## src/rtl/alu_sequencer.sv

```systemverilog
// alu_sequencer: valid/ready front-end that drives a combinational ALU and captures its settled outputs
module alu_sequencer #(
    parameter int SETTLE_CYCLES = 4,
    parameter int CNT_WIDTH     = 16
) (
    input  logic                 clk,
    input  logic                 reset,
    input  logic                 req_valid,
    output logic                 req_ready,
    input  logic [31:0]          req_a,
    input  logic [31:0]          req_b,
    input  logic [2:0]           req_cmd,
    output logic [31:0]          alu_operandA,
    output logic [31:0]          alu_operandB,
    output logic [2:0]           alu_command,
    input  logic [31:0]          alu_result,
    input  logic                 alu_carryout,
    input  logic                 alu_zero,
    input  logic                 alu_overflow,
    output logic                 rsp_valid,
    input  logic                 rsp_ready,
    output logic [31:0]          rsp_result,
    output logic                 rsp_carryout,
    output logic                 rsp_zero,
    output logic                 rsp_overflow,
    output logic [2:0]           rsp_cmd,
    output logic [CNT_WIDTH-1:0] ops_done
);
    typedef enum logic [1:0] {IDLE, SETTLE, RESP} state_t;
    state_t               r_state;
    logic [7:0]           r_cnt;
    logic [31:0]          r_a;
    logic [31:0]          r_b;
    logic [2:0]           r_cmd;
    logic                 r_valid;
    logic [31:0]          r_res;
    logic                 r_c;
    logic                 r_z;
    logic                 r_o;
    logic [2:0]           r_rsp_cmd;
    logic [CNT_WIDTH-1:0] r_ops;
    assign req_ready    = (r_state == IDLE) && !reset;
    assign alu_operandA = r_a;
    assign alu_operandB = r_b;
    assign alu_command  = r_cmd;
    assign rsp_valid    = r_valid;
    assign rsp_result   = r_res;
    assign rsp_carryout = r_c;
    assign rsp_zero     = r_z;
    assign rsp_overflow = r_o;
    assign rsp_cmd      = r_rsp_cmd;
    assign ops_done     = r_ops;
    // Accept, wait for the ALU to settle, capture, then hold the response until it is taken
    always_ff @(posedge clk) begin
        if (reset) begin
            r_state   <= IDLE;
            r_cnt     <= '0;
            r_a       <= '0;
            r_b       <= '0;
            r_cmd     <= '0;
            r_valid   <= 1'b0;
            r_res     <= '0;
            r_c       <= 1'b0;
            r_z       <= 1'b0;
            r_o       <= 1'b0;
            r_rsp_cmd <= '0;
            r_ops     <= '0;
        end else begin
            case (r_state)
                IDLE: if (req_valid) begin
                    r_a     <= req_a;
                    r_b     <= req_b;
                    r_cmd   <= req_cmd;
                    r_cnt   <= 8'(SETTLE_CYCLES - 1);
                    r_state <= SETTLE;
                end
                SETTLE: if (r_cnt == 8'd0) begin
                    r_res     <= alu_result;
                    r_c       <= alu_carryout;
                    r_z       <= alu_zero;
                    r_o       <= alu_overflow;
                    r_rsp_cmd <= r_cmd;
                    r_valid   <= 1'b1;
                    r_state   <= RESP;
                end else begin
                    r_cnt <= r_cnt - 8'd1;
                end
                RESP: if (rsp_ready) begin
                    r_ops   <= r_ops + CNT_WIDTH'(1);
                    r_valid <= 1'b0;
                    r_state <= IDLE;
                end
                default: r_state <= IDLE;
            endcase
        end
    end
endmodule

```

## config.mk

```make
export PLATFORM = sky130hd
export DESIGN_NAME = alu_sequencer
export DESIGN_NICKNAME = d
export VERILOG_FILES = /design/src/rtl/alu_sequencer.sv
export SDC_FILE = /design/constraint.sdc
export NUM_CORES = 1
export LEC_CHECK = 0
export CAP_MARGIN = 30
export CORE_ASPECT_RATIO = 2
export CORE_UTILIZATION = 38
export CTS_BUF_LIST = sky130_fd_sc_hd__clkbuf_4
export DETAILED_ROUTE_END_ITERATION = 7
export PLACE_DENSITY = 0.84
export SLEW_MARGIN = 30
export SYNTH_ARGS = -nofsm -noshare
export SYNTH_HDL_FRONTEND = slang
export SYNTH_SLANG_ARGS = --single-unit
```

## constraint.sdc

```tcl
create_clock -name clk -period 1.7 [get_ports clk]
set_input_delay 0.17 -clock clk [delete_from_list [all_inputs] [get_ports clk]]
set_output_delay 0.17 -clock clk [all_outputs]
set_load 0.005 [all_outputs]
```

==> run metrics <==
M1 WL=5260 um; I/O pins=229; number of hold buffers added after CTS=0; fin crit period=1.69 ns; FF+latch count, synth=132; Synth area leader=dfxtp_1; most numerous cell in the Yosys netlist=nand2_1; Gate power share=0.296; DR vias=5023; outcome=finished clean; synthesized area per cell=8.05 um2; Placed Cells incl. Taps=985; Routed met3 length=slightly below 900 um; Netlist cell types=39; Synth area leaders=dfxtp_1 (54%), nand2_1 (17%), a21oi_1 (11%), clkbuf_1 (2.5%), nor2_1 (1.5%); Internal=5.67 mW; setup tns final=0 ns; Finished Layout Cells=1026; top post-synthesis cells by count=nand2_1 (218), dfxtp_1 (132), a21oi_1 (111), clkbuf_1 (32), nor2_1 (19); Yosys warnings=0; VDD IR max=between 800 and 900 uV; min-delay src=reset; Post-Synthesis Cell Area=0.00487 mm2; switch share=0.308; clock skew=0.0178 ns; die area=0.0133 mm2; area fraction of the dominant cell type after synthesis=0.543; worst slew pin tran=0.384 ns; Port-buffer cells=228; Slew HR=0.742; Seq/Total Area, Yosys=0.543; starting DRC count in detailed routing=around 200; met2 WL=8220 um; max frequency=590 MHz; clk root buf=clkbuf_4; core area=about 0.013 mm2; CTS H-Tree Depth=4; Reg-to-Reg End=r_cnt[2]; Gate Count Post-Synth=605; layout cells sized above 1=0.135; Reg2Reg Launch Point=r_cnt[0]; Crit Path Class=flop to flop; RSZ-0062 raised after global routing=true; starting density of the core=0.388; ANT nets after route=0; DIE WIDTH=82.0 um; Pwr Density=1020 mW/mm2; Crit Path Max Fanout=5; hold endpoint=ops_done[1]; # setup viols final=0; clk sink count=132; vias in the first global route=between 4000 and 5000; Net Switching=2.52 mW; layout net count=972; RePlAce Congestion=0.893; sequential power share=0.447; Worst Hold Depth=3; Post-synth EDFFs=0; row count=58; Hold Vio Cnt, Final=0; Clock power frac=0.257; grt total ovfl=0; crit path launch type=flop; initial antenna violation count=1; syn_nets=roughly 710; Static Leakage=around 3.0 nW; CP Capture Type=flop; first-pass GRT wire length=approximately 23000 um; pin count of the biggest net entering global routing=77; top layer in use=met4; total clock buffers created by CTS=17; Final Routed Wirelength=14900 um; worst path arrival time=about 2.1 ns; Post-synth top flop=dfxtp_1; Final Max Slew Viols=0; reg2reg setup slack=0.005 ns; drt pass-1 iters=4; fin crit share=0.997; area delta synth->final=65.1%; worst-case clock buffer depth=2; required time of the worst setup path=2.10 ns; DRC Markers=0; DR WL/cell=14.5 um; Async SR Flop Fraction=0; GRT Util Overall=0.225; fill count=1041; Max Cap Viol=0; CTS tree=yes; detailed placement HPWL=10700 um; Reg clk slew, reported paths=approximately 0.12 ns; worst skew pair latency=0.53 ns; Reg2Reg Depth=7; Die Span Y=~160 um; vias per cell=4.90; Hold Crit Class=primary input to flop
-- stage by stage --
stage,worst slack (ns),cell area (um2),total power [mW],utilization,hold WS [ns]
after global placement,-0.164,7620,5.99,0.607,0.440
after detailed placement,-0.186,7620,6.06,0.607,0.446
after floorplan,0.00159,4880,4.70,-,0.306
final,0.00525,8040,8.19,0.640,0.125
after CTS,0.00227,7950,8.19,0.634,0.0970
after global routing,-0.0641,8040,8.69,0.640,0.103
-- layer usage --
metal | up-vias | GRT usage
li1 | 2515 | -
met1 | 2291 | 0.216
met2 | 180 | 0.413
met3 | 37 | 0.0618
met4 | 0 | 0.123
met5 | - | 0
-- cell families (layout without fill, tap and decap cells) --
| logic type | Yosys count | count (layout) | synth area share |
|---|---|---|---|
| and+or+nand+nor | 282 | 282 | 0.246 |
| buffers and inverters | 45 | 315 | 0.0378 |
| adders and majority gates | 3 | 3 | 0.00771 |
| other | 0 | 1 | 0 |
| xor gates and xnor gates | 12 | 12 | 0.0216 |
| muxes | 3 | 3 | 0.00617 |
| DFF | 132 | 132 | 0.543 |
| AOI/OAI and AO/OA | 128 | 128 | 0.138 |
-- worst max path at each step --
stage,start,end,slack [ns],cells past startpoint
finish,r_cnt[0],r_cnt[2],0.005,7
global route,r_cnt[0],r_cnt[2],-0.06,7
CTS,ops_done[9],ops_done[9],0.002,2
detailed placement,rsp_ready,ops_done[14],-0.19,5
global placement,rsp_ready,ops_done[14],-0.16,5
floorplan,ops_done[1],ops_done[14],0.002,5
-- critical path, cell delays in order (launching register included) --
cell	delay (ns)
dfxtp_2	0.34
inv_2	0.07
ha_4	0.13
or4bb_4	0.46
o211ai_1	0.21
buf_4	0.17
xor2_1	0.14
nor3_1	0.06
-- layout by cell type (no fill, tap or decap), drive strengths merged, types with 3 or more instances in the layout --
master,synthesis,routed
mux2i,3,3
ha,3,3
clkinvlp,0,3
nand4,6,6
nand3,6,6
dlygate4sd2,0,10
clkdlybuf4s50,0,215
or3,9,9
buf,7,51
clkinv,0,4
or4,4,4
nand2,218,218
a21oi,111,111
a21boi,3,3
xor2,4,4
nor4,4,4
clkbuf,32,17
dfxtp,132,132
nor2,19,19
nor3,7,7
xnor2,8,8
inv,6,11
o21ai,6,6
-- area by class of cell --
type | count | area, um2 | share of cell area
Multi-Input combinational cell | 428 | 2110 | 0.263
Antenna cell | 1 | 2.50 | 0.000311
Clock buffer | 17 | 128 | 0.0159
Timing Repair Buffer | 278 | 2760 | 0.344
Tap cell | 150 | 188 | 0.0233
Sequential cell | 132 | 2670 | 0.332
Inverter | 6 | 22.5 | 0.00280
Clock inverter | 14 | 154 | 0.0191
-- sequential cells by signal, summed over array words and instances, names as in the netlist --
register	flops
alu_operandB	32
rsp_valid	1
rsp_carryout	1
rsp_cmd	3
r_cnt	8
alu_operandA	32
r_state	2
alu_command	3
rsp_overflow	1
rsp_result	32
rsp_zero	1
ops_done	16
-- power groups by stage --
| stage | registers, mW | logic [mW] | clock network, mW |
|---|---|---|---|
| finish | 3.66 | 2.42 | 2.11 |
| global route | 3.71 | 2.65 | 2.33 |
| CTS | 3.65 | 2.36 | 2.19 |
| detailed placement | 3.72 | 2.35 | 0 |
| global placement | 3.69 | 2.30 | 0 |
| floorplan | 3.72 | 0.983 | 0 |
-- what timing repair did --
item                       in CTS  in global routing
setup endpoints to repair      16                 51
pin swaps                       0                 11
gates cloned                    0                  0
resized for setup              26                 18
buffers inserted                6                  3
Power figures use the tool's default switching activity.
